File: config.mk
export PLATFORM = sky130hd
export DESIGN_NAME = fetch_unit
export DESIGN_NICKNAME = d
export VERILOG_FILES = /design/src/rtl/fetch_unit.sv
export SDC_FILE = /design/constraint.sdc
export NUM_CORES = 1
export LEC_CHECK = 0
export BUFFER_PORTS_ARGS = -buffer_cell sky130_fd_sc_hd__buf_4
export CORE_MARGIN = 5
export CORE_UTILIZATION = 54
export DETAILED_ROUTE_END_ITERATION = 8
export PLACE_DENSITY = 0.86
export SLEW_MARGIN = 10
export SYNTH_ARGS = -nofsm -noshare
export SYNTH_HDL_FRONTEND = slang
export SYNTH_SLANG_ARGS = --single-unit
File: constraint.sdc
create_clock -name clk -period 8 [get_ports clk]
set_input_delay 1.6 -clock clk [delete_from_list [all_inputs] [get_ports clk]]
set_output_delay 1.6 -clock clk [all_outputs]
set_load 0.005 [all_outputs]
File: src/rtl/fetch_unit.sv
// fetch_unit: single-outstanding instruction fetch feeding a one-entry decode buffer.
// Latency: request accept -> instr_valid = memory latency + 1 cycle.
// Backpressure: no request is issued while the buffer is full, so every response is capturable.
module fetch_unit #(
    parameter int              XLEN     = 64,
    parameter logic [XLEN-1:0] RESET_PC = '0
) (
    input  logic            clk,
    input  logic            rst_n,
    output logic            imem_req_valid,
    input  logic            imem_req_ready,
    output logic [XLEN-1:0] imem_req_addr,
    input  logic            imem_resp_valid,
    input  logic [31:0]     imem_resp_data,
    input  logic            imem_resp_err,
    input  logic            redirect_valid,
    input  logic [XLEN-1:0] redirect_pc,
    output logic            instr_valid,
    input  logic            instr_ready,
    output logic [31:0]     instr,
    output logic [XLEN-1:0] instr_pc,
    output logic            instr_fault
);

    typedef enum logic [1:0] {
        REQ  = 2'd0,
        WAIT = 2'd1,
        DROP = 2'd2,
        HALT = 2'd3
    } state_t;

    state_t          state;
    state_t          state_nxt;
    logic [XLEN-1:0] pc;
    logic            req_fire;
    logic            capture;
    logic [XLEN-1:0] redirect_tgt;

    // Gated by rst_n so no request leaks out while reset is held.
    assign imem_req_valid = rst_n && (state == REQ) && !instr_valid;
    assign imem_req_addr  = pc;
    assign req_fire       = imem_req_valid && imem_req_ready;
    assign capture        = (state == WAIT) && imem_resp_valid && !redirect_valid;
    assign redirect_tgt   = redirect_pc & ~XLEN'(3);

    always_comb begin
        state_nxt = state;
        case (state)
            REQ: begin
                if (redirect_valid) begin
                    state_nxt = req_fire ? DROP : REQ;
                end else if (req_fire) begin
                    state_nxt = WAIT;
                end
            end
            WAIT: begin
                if (redirect_valid) begin
                    state_nxt = imem_resp_valid ? REQ : DROP;
                end else if (imem_resp_valid) begin
                    state_nxt = imem_resp_err ? HALT : REQ;
                end
            end
            DROP: begin
                if (imem_resp_valid) begin
                    state_nxt = REQ;
                end
            end
            HALT: begin
                if (redirect_valid) begin
                    state_nxt = REQ;
                end
            end
            default: state_nxt = REQ;
        endcase
    end

    always_ff @(posedge clk or negedge rst_n) begin
        if (!rst_n) begin
            state <= REQ;
        end else begin
            state <= state_nxt;
        end
    end

    // Redirect wins over capture and increment; the stale buffer entry is discarded.
    always_ff @(posedge clk or negedge rst_n) begin
        if (!rst_n) begin
            pc          <= RESET_PC;
            instr_valid <= 1'b0;
            instr       <= 32'h0;
            instr_pc    <= '0;
            instr_fault <= 1'b0;
        end else if (redirect_valid) begin
            pc          <= redirect_tgt;
            instr_valid <= 1'b0;
        end else if (capture) begin
            instr_valid <= 1'b1;
            instr_pc    <= pc;
            instr_fault <= imem_resp_err;
            instr       <= imem_resp_err ? 32'h0 : imem_resp_data;
            if (!imem_resp_err) begin
                pc <= pc + XLEN'(4);
            end
        end else if (instr_valid && instr_ready) begin
            instr_valid <= 1'b0;
        end
    end

endmodule

==> qor.yml <==
status: "complete, no violations"
synth_cell_types: 48
postCtsSetupBuffers: 0
wire_per_inst_um: 19.4
arrival_ns: 2.75
synth-seq-cells: 160
power.switching_w: 0.000772
power.share.clock_pct: 29.3
hold_class: "reg -> reg"
async_reset_ff_share_pct: 100
cts_tree: "yes"
critPathKind: "in -> out"
ios: 266
holdBufCountCts: 0
reg2reg_to: "imem_req_addr[61]"
die_h_um: 128
cts-root-buf: "clkbuf_16"
worstRegToRegCells: 5
die_w_um: 128
dp_slack_ns: 3.63
synth_largest_area_cell: "dfrtp_1"
dp_cells: 1223
dieArea_um2: 16500
crit_fanout: 38
grt_pass1_vias: 7087
worst_pin_slew_ns: 1.11
grt_max_degree: 101
fin_crit_ns: 4.35
netSwitchingFraction_pct: 30.0
first_pass_iters: 5
ys_seq_area_share_pct: 52.8
p_leak_nw: 4.82
finalWorstSetupSlack_ns: 3.65
via_per_inst: 5.81
cts_made_buffers: 17
yosysWarnings: 0
synthTopCellsByArea: "dfrtp_1, nand2_1, a22o_1"
timing.final.crit_share_pct: 54.4
path_clk_slew_ns: 0.06
dpl.hpwl_um: 17200
antenna_cells: 0
area_growth_pct: 33.9
setup_tns_ns: 0
grt_pass1_wl_um: 38400
final_nets: 1166
drt_iter0_markers: 824
placement.io_buffers: 259
seqPwrFrac_pct: 45.3
maxClockFrequency_mhz: 230
p_per_area_nw_per_um2: 254
crit_path_start: "rst_n"
critPathRequiredTime_ns: 6.40
synth_edf_count: 0
antenna_found_initial: 0
cp-start-kind: "input pin"
yosysTopAreaCellShare_pct: 52.8
cts_buffer_depth: 2
relSlewSlack_pct: 26.1
ant_nets: 0
vias: 7292
skew_ns: 0.00878
synthCells: 831
drv_slew: 0
rows: 43
rrSetupSlack_ns: 4.82
globalRouteOverflowTotal: 0
syn_area_um2: 7580
r2r_start: "state[1]"
globalplace.congestion: 0.884
drive_gt1_share_pct: 28.9
wirelength_um: 24300
peakVddDrop_v: 0.000127
start_util_pct: 54.8
cp-end-kind: "output port"
cts_sinks: 160
maxCapViolCount: 0
worstSkewPairLatency_ns: 0.43
p_int_w: 0.00180
hold_viol_final: 0
grt_setup_unrepaired: "false"
fin_util_pct: 73.4
layout.cells.non_filler: 1255
coreArea_um2: 13800
critPathCapture: "imem_req_valid"
ctsResizeCount: 0
drc: 0
setup_viol_count_final: 0
htree_levels: 4
synth.avg_cell_area_um2: 9.12
grt_usage_pct: 29.4
p_comb_share_pct: 25.4
ys.flop_type: "dfrtp_1"
==> critical path: stages <==
cell,delay (ns)
buf_6,0.28
nor4b_1,0.61
buf_4,0.24
==> cells by family (layout without fill, tap and decap cells) <==
| logic type | Yosys count | in the layout | synth area share (%) |
|---|---|---|---|
| and+or+nand+nor | 434 | 434 | 27.6 |
| DFF | 160 | 160 | 52.8 |
| AOI/OAI and AO/OA | 131 | 131 | 11.5 |
| buffers and inverters | 67 | 308 | 3.57 |
| xor gates and xnor gates | 34 | 34 | 3.93 |
| muxes | 3 | 3 | 0.396 |
| adders and majority gates | 1 | 1 | 0.165 |
| other | 1 | 4 | 0.0495 |
==> layer usage <==
layer,GRT usage (%),part of all wire (%)
met4,9.30,2.5
met2,46.3,47
met5,0,0
met1,40.2,41
met3,7.72,9.4
==> metrics by stage <==
step	cell area [um^2]	hold slack, ns	total power [W]
after floorplan	7590	0.470	0.00138
after global placement	9600	0.459	0.00181
after detailed placement	9600	0.464	0.00184
after CTS	10100	0.479	0.00259
after global routing	10100	0.493	0.00271
final	10100	0.476	0.00257
==> cells in the final DEF, fill, tap and decap left out, drive strengths merged, types with 19 or more instances in the layout <==
| cell type | count |
|---|---|
| nand3 | 25 |
| dfrtp | 160 |
| o21ai | 52 |
| nand4 | 36 |
| xnor2 | 20 |
| nand2 | 233 |
| a31oi | 19 |
| clkbuf | 19 |
| buf | 265 |
| nor2 | 42 |
| nor4 | 19 |
| a22o | 33 |
==> power groups by stage <==
stage	registers (W)	logic, W	clock network (W)
6_report	0.00117	0.000653	0.000753
3_5_place_dp	0.00117	0.000661	0
2_1_floorplan	0.00116	0.000216	0
5_1_grt	0.00120	0.000719	0.000798
3_3_place_gp	0.00116	0.000642	0
4_1_cts	0.00116	0.000663	0.000758
==> area by class of cell <==
class / instances / area (um^2)
Sequential cell: 160 / 4000
Tap cell: 180 / 225
Timing Repair Buffer: 265 / 1990
Fill cell: 1061 / 3680
Inverter: 11 / 41.3
Clock buffer: 19 / 453
Multi-Input combinational cell: 607 / 3340
Clock inverter: 13 / 90.1
==> worst min-delay path by stage <==
| stage | start | endpoint | slack [ns] | depth (start not counted) |
|---|---|---|---|---|
| 2_1_floorplan | instr_pc[63] | instr_pc[63] | 0.47 | 2 |
| 3_3_place_gp | instr_pc[60] | instr_pc[60] | 0.46 | 2 |
| 3_5_place_dp | instr_pc[21] | instr_pc[21] | 0.46 | 2 |
| 4_1_cts | instr_pc[50] | instr_pc[50] | 0.48 | 2 |
| 5_1_grt | instr_pc[50] | instr_pc[50] | 0.49 | 2 |
| 6_report | instr_pc[59] | instr_pc[59] | 0.48 | 2 |
==> state kept, by name, summed over array words and instances, names as in the netlist <==
register,flops
instr,32
state,2
instr_pc,62
instr_valid,1
imem_req_addr,62
instr_fault,1
==> synthesized netlist by cell type, drive strengths merged (2+ instances only) <==
cell / number
nand2: 233
dfrtp: 160
o21ai: 52
clkbuf: 44
nor2: 42
nand4: 36
a22o: 33
nand3: 25
xnor2: 20
a31oi: 19
nor4: 19
or4: 18
xor2: 14
nor3: 13
buf: 12
inv: 11
o31ai: 11
and3: 10
and4: 10
or3: 8
a21oi: 5
a221o: 4
nor2b: 4
or2: 4
a22oi: 3
mux2i: 3
nor3b: 3
and2: 2
(Power assumes the default switching activity.)
